## config.mk

```make
export PLATFORM = sky130hd
export DESIGN_NAME = axis_video_packer
export DESIGN_NICKNAME = d
export VERILOG_FILES = /design/src/rtl/axis_video_packer.sv
export SDC_FILE = /design/constraint.sdc
export NUM_CORES = 1
export LEC_CHECK = 0
export CAP_MARGIN = 10
export CORE_ASPECT_RATIO = 0.5
export CORE_MARGIN = 2
export CORE_UTILIZATION = 57
export CTS_BUF_LIST = sky130_fd_sc_hd__clkbuf_8
export CTS_CLUSTER_DIAMETER = 40
export DETAILED_ROUTE_END_ITERATION = 8
export PLACE_DENSITY = 0.88
export SLEW_MARGIN = 5
export SYNTH_ARGS = -nofsm -noshare
export SYNTH_HDL_FRONTEND = slang
export SYNTH_SLANG_ARGS = --single-unit
```

## constraint.sdc

```tcl
create_clock -name pixel_clk -period 4.2 [get_ports pixel_clk]
set_input_delay 0.42 -clock pixel_clk [delete_from_list [all_inputs] [get_ports pixel_clk]]
set_output_delay 0.42 -clock pixel_clk [all_outputs]
set_load 0.01 [all_outputs]
```

## src/rtl/axis_video_packer.sv

```systemverilog
// axis_video_packer: turns the raster pixel stream (x, y, video_on, RGB444) into
// an AXI4-Stream RGB888 master with tuser = start of frame and tlast = end of line.
// A small FIFO absorbs short tready stalls; a resync FSM guarantees that only whole
// frames starting with tuser are emitted after reset or after an overflow.
module axis_video_packer #(
  parameter int unsigned H_VISIBLE  = 640,
  parameter int unsigned V_VISIBLE  = 480,
  parameter int unsigned FIFO_DEPTH = 4   // power of two, >= 2
) (
  input  logic                        pixel_clk,
  input  logic                        reset,
  input  logic                        video_on,
  input  logic [9:0]                  pixel_x,
  input  logic [9:0]                  pixel_y,
  input  logic [11:0]                 rgb_in,
  output logic [23:0]                 m_axis_tdata,
  output logic                        m_axis_tvalid,
  output logic                        m_axis_tuser,
  output logic                        m_axis_tlast,
  input  logic                        m_axis_tready,
  output logic                        overflow,
  output logic [15:0]                 drop_count,
  output logic [$clog2(FIFO_DEPTH):0] fifo_level
);

  localparam int unsigned PTR_W = $clog2(FIFO_DEPTH);
  localparam int unsigned LVL_W = PTR_W + 1;

  localparam logic [9:0]       H_LIM    = 10'(H_VISIBLE);
  localparam logic [9:0]       V_LIM    = 10'(V_VISIBLE);
  localparam logic [9:0]       H_LAST   = 10'(H_VISIBLE - 1);
  localparam logic [LVL_W-1:0] LVL_FULL = LVL_W'(FIFO_DEPTH);
  localparam logic [15:0]      DROP_MAX = 16'hFFFF;

  // One FIFO entry: sideband flags travel with the pixel data.
  typedef struct packed {
    logic        tuser;
    logic        tlast;
    logic [23:0] tdata;
  } beat_t;

  typedef enum logic [1:0] {
    ST_WAIT_SOF = 2'd0,
    ST_STREAM   = 2'd1,
    ST_RESYNC   = 2'd2
  } state_t;

  state_t             r_state;
  state_t             w_state_nxt;

  beat_t              r_mem [FIFO_DEPTH];
  logic [PTR_W-1:0]   r_wr_ptr;
  logic [PTR_W-1:0]   r_rd_ptr;
  logic [LVL_W-1:0]   r_count;
  logic               r_overflow;
  logic [15:0]        r_drop_count;

  logic               w_qual;
  logic               w_sof;
  beat_t              w_entry;
  logic               w_full;
  logic               w_pop;
  logic               w_space;
  logic               w_push;
  logic               w_drop;

  // Pixel qualification and RGB444 -> RGB888 expansion, packed as {R8, B8, G8}.
  always_comb begin
    w_qual        = video_on && (pixel_x < H_LIM) && (pixel_y < V_LIM);
    w_sof         = (pixel_x == 10'd0) && (pixel_y == 10'd0);
    w_entry.tuser = w_sof;
    w_entry.tlast = (pixel_x == H_LAST);
    w_entry.tdata = {rgb_in[11:8], rgb_in[11:8],
                     rgb_in[3:0],  rgb_in[3:0],
                     rgb_in[7:4],  rgb_in[7:4]};
  end

  // FIFO status; a pop frees a slot in the same cycle, so full+pop still accepts.
  always_comb begin
    w_full  = (r_count == LVL_FULL);
    w_pop   = (r_count != '0) && m_axis_tready;
    w_space = !w_full || w_pop;
  end

  // Frame resync FSM: state register.
  always_ff @(posedge pixel_clk) begin
    if (reset) begin
      r_state <= ST_WAIT_SOF;
    end else begin
      r_state <= w_state_nxt;
    end
  end

  // Frame resync FSM: next state, push and drop decisions.
  always_comb begin
    w_state_nxt = r_state;
    w_push      = 1'b0;
    w_drop      = 1'b0;
    case (r_state)
      // Both wait for a fresh frame start; they differ only in how they were entered.
      ST_WAIT_SOF,
      ST_RESYNC: begin
        if (w_qual && w_sof && w_space) begin
          w_push      = 1'b1;
          w_state_nxt = ST_STREAM;
        end
      end
      ST_STREAM: begin
        if (w_qual) begin
          if (w_space) begin
            w_push = 1'b1;
          end else begin
            w_drop      = 1'b1;
            w_state_nxt = ST_RESYNC;
          end
        end
      end
      default: begin
        w_state_nxt = ST_WAIT_SOF;
      end
    endcase
  end

  // FIFO storage and pointers; reset also abandons any beat in flight.
  always_ff @(posedge pixel_clk) begin
    if (reset) begin
      for (int i = 0; i < int'(FIFO_DEPTH); i++) begin
        r_mem[i] <= '0;
      end
      r_wr_ptr <= '0;
      r_rd_ptr <= '0;
      r_count  <= '0;
    end else begin
      if (w_push) begin
        r_mem[r_wr_ptr] <= w_entry;
        r_wr_ptr        <= r_wr_ptr + PTR_W'(1);
      end
      if (w_pop) begin
        r_rd_ptr <= r_rd_ptr + PTR_W'(1);
      end
      case ({w_push, w_pop})
        2'b10:   r_count <= r_count + LVL_W'(1);
        2'b01:   r_count <= r_count - LVL_W'(1);
        default: r_count <= r_count;
      endcase
    end
  end

  // Sticky overflow flag and saturating count of aborted frames.
  always_ff @(posedge pixel_clk) begin
    if (reset) begin
      r_overflow   <= 1'b0;
      r_drop_count <= '0;
    end else if (w_drop) begin
      r_overflow <= 1'b1;
      if (r_drop_count != DROP_MAX) begin
        r_drop_count <= r_drop_count + 16'd1;
      end
    end
  end

  // Head of FIFO drives the stream; it only changes on a pop, so it holds while stalled.
  assign m_axis_tvalid = (r_count != '0);
  assign m_axis_tdata  = r_mem[r_rd_ptr].tdata;
  assign m_axis_tuser  = r_mem[r_rd_ptr].tuser;
  assign m_axis_tlast  = r_mem[r_rd_ptr].tlast;
  assign overflow      = r_overflow;
  assign drop_count    = r_drop_count;
  assign fifo_level    = r_count;

endmodule

```

==> flow_summary_export.csv <==
group,metric,value,unit
logic_synthesis,synth_flop_cell,"edfxtp_1",
placement,portBuffers,82,
logic_synthesis,ys_seq_elements,84,
logic_synthesis,yosysTopAreaCell,"edfxtp_1",
routing,route.detailed.drc,0,
cells_and_area,diodes,0,
setup_path,crit_path_start_kind,"flop",
grt,antenna_found_initial,0,
clocking,cts_resized,0,
timing,max_clock_freq,347,MHz
clocking,clock_latency,0.36,ns
logic_synthesis,synthesis.area,4010,um^2
clocking,cts_tree,"built",
routing,firstDrtPassIters,6,
grt,grt_max_degree,38,
cells_and_area,drive_gt1_share,9.98,%
routing,viasPerCell,5.92,
routing,first_iter_violations,222,
clocking,cts_hold_buf,0,
worst_hold_path,hp-class,"flop to flop",
setup_path,crit_fanout,14,
pwr,ir_drop,195,uV
placement,hpwl,5.85,mm
pwr,power_density,325,nW/um^2
timing,tightest_slew,0.968,ns
timing,rsz0062_at_grt,"false",
grt,grt_use_total,24.7,%
grt,grt_pass1_vias,3083,
clocking,clk_path_buf_depth,2,
routing,vias,2979,
logic_synthesis,syn_inst,341,
logic_synthesis,synth_top_area_share,41.9,%
logic_synthesis,synthesis.nets,380,
timing,setup_viol,0,
timing,finalCriticalPeriod,2.88,ns
timing,post-route-period-util,68.6,%
timing,hold_viol_final,0,
clocking,numCtsBuffers,9,
routing,wl_per_cell,17.4,um
floorplanning,die_y,63.3,um
clocking,clock_sinks,84,
logic_synthesis,synth_edf_count,56,
routing,wl_met2,4.53,mm
cells_and_area,final_common_cell,"clkdlybuf4s50_1",
timing,slew_headroom,35.3,%
logic_synthesis,ys_seq_area_share,55.9,%
run,max_cap_viol_count,0,
pwr,p_leak,1.84,nW
placement,gp_congestion,0.792,
clocking,clkTransAtPathRegs,0.08,ns
logic_synthesis,ys_types,46,
logic_synthesis,synth-async-reset-ratio,0,%
grt,grt_pass1_wl,14.6,mm
pwr,p_sw_share,21.0,%
routing,ant_nets,0,
setup_path,crit_type,"flop to primary output",
setup_path,crit_path_end_kind,"primary output",
clocking,htree_levels,3,
routing,top_layer,"met4",
pwr,power.switching,0.342,mW
floorplanning,initial_core_util,59.4,%
setup_path,worstPathArrival,2.46,ns
floorplanning,die_area,7770,um^2
clocking,cts_setup_buffers,0,
run_status,outcome,"complete, no violations",
floorplanning,die_x,123,um
pwr,seqPwrFrac,55.2,%
pwr,comb_power_share,6.0,%
routing,routed_wl,8.75,mm
floorplanning,core_area,6750,um^2
logic_synthesis,yosysWarnings,0,
routing,m1WireLength,3.52,mm
setup_path,cp.required,3.78,ns
grt,overflow,0,
floorplanning,num_io_pins,83,
logic_synthesis,synth.area.top_cells,"edfxtp_1, dfxtp_1, and3_1, mux4_2, buf_4",
floorplanning,rows,21,
cells_and_area,finalNetCount,445,
pwr,internal-power,1.29,mW
pwr,p_clk_share,38.8,%
cells_and_area,postLayoutCoreUtil,74.3,%
pwr,finalPower,1.63,mW
cells_and_area,layout_common_cells,"clkdlybuf4s50_1, edfxtp_1, and3_1, dfxtp_1, nor2_1",
cells_and_area,area_growth,25.0,%
timing,finalMaxSlewViolations,0,
routing,wl_met3,569,um
logic_synthesis,synth.avg_cell_area,11.8,um^2
timing,fin_tns_setup,0,ns
clocking,clockRootBuffer,"clkbuf_8",
timing,fin_skew,0.0121,ns
cells in the mapped netlist, types with 2 or more instances:
| master | n |
|---|---|
| clkbuf_1 | 14 |
| dfxtp_1 | 28 |
| nor2b_1 | 4 |
| nand2_1 | 10 |
| a21o_1 | 2 |
| and2_1 | 2 |
| or3_1 | 12 |
| nand2b_1 | 3 |
| and3_1 | 53 |
| o21ai_0 | 15 |
| inv_1 | 9 |
| or4_1 | 2 |
| mux4_2 | 14 |
| buf_4 | 13 |
| nor2_1 | 20 |
| nand3_1 | 14 |
| nand4_1 | 7 |
| ha_1 | 2 |
| o31ai_1 | 2 |
| nor3_1 | 5 |
| nor4_1 | 7 |
| buf_2 | 3 |
| xor2_1 | 4 |
| a21oi_1 | 19 |
| edfxtp_1 | 56 |
worst max-delay path, cell delays in order, from the launching register on:
cell and delay [ns]:
dfxtp_1 0.95, mux4_2 0.64, clkdlybuf4s50_1 0.52
cell type report:
| class | instances | area, um^2 |
|---|---|---|
| sequential | 84 | 2240 |
| fill | 433 | 1740 |
| multi-input combinational | 217 | 1560 |
| timing repair buffer | 85 | 843 |
| clock buffer | 9 | 124 |
| tap | 92 | 115 |
| clock inverter | 7 | 96.3 |
| inverter | 9 | 33.8 |
power groups by stage:
stage	clock, mW	sequential (mW)	combinational [mW]
after floorplan	0	0.917	0.0389
after global placement	0	0.918	0.0951
after detailed placement	0	0.920	0.0978
after CTS	0.641	0.900	0.0983
after global routing	0.681	0.902	0.104
final	0.632	0.900	0.0983
flip-flops by register name, summed over array words and instances, names as in the netlist, named ones only:
register and count:
overflow 1, r_wr_ptr 2, drop_count 16, fifo_level 3, r_state 2, r_rd_ptr 2, r_mem 56
logic make-up (layout without fill, tap and decap cells):
logic type,count (synthesis),count (layout),share of synthesized area (%)
compound gates,47,47,7.33
xor+xnor,5,5,1.09
flops,84,84,55.9
simple gates,147,147,21.2
buf+inv,40,110,5.24
fa+ha+maj,3,3,1.12
mux,15,15,8.11
per-layer routing:
metal | global-route usage [%] | up-vias
met1 | 28.4 | 1424
met5 | 0 | -
met2 | 43.9 | 120
met4 | 8.62 | 0
met3 | 7.61 | 15
li1 | - | 1420
path summary, 6_finish.rpt:
path / start / endpoint / slack, ns / cells after the start
setup / recovery: flop / m_axis_tdata[8] / 1.32 / 2
hold / removal: overflow / overflow / 0.45 / 2
setup reg to reg: fifo_level[0] / fifo_level[2] / 1.59 / 10
hold reg to reg: overflow / overflow / 0.45 / 2
metrics by stage:
stage                     std cells  hold WS, ns  setup WS, ns  instance area (um^2)
after CTS                       503        0.459          1.24                  5010
final                           503        0.450          1.32                  5010
after global routing            503        0.478          1.12                  5010
after detailed placement        487        0.447          1.13                  4790
after global placement          487        0.437          1.23                  4790
after floorplan                 341        0.470          1.74                  4010
(Power assumes the default switching activity.)
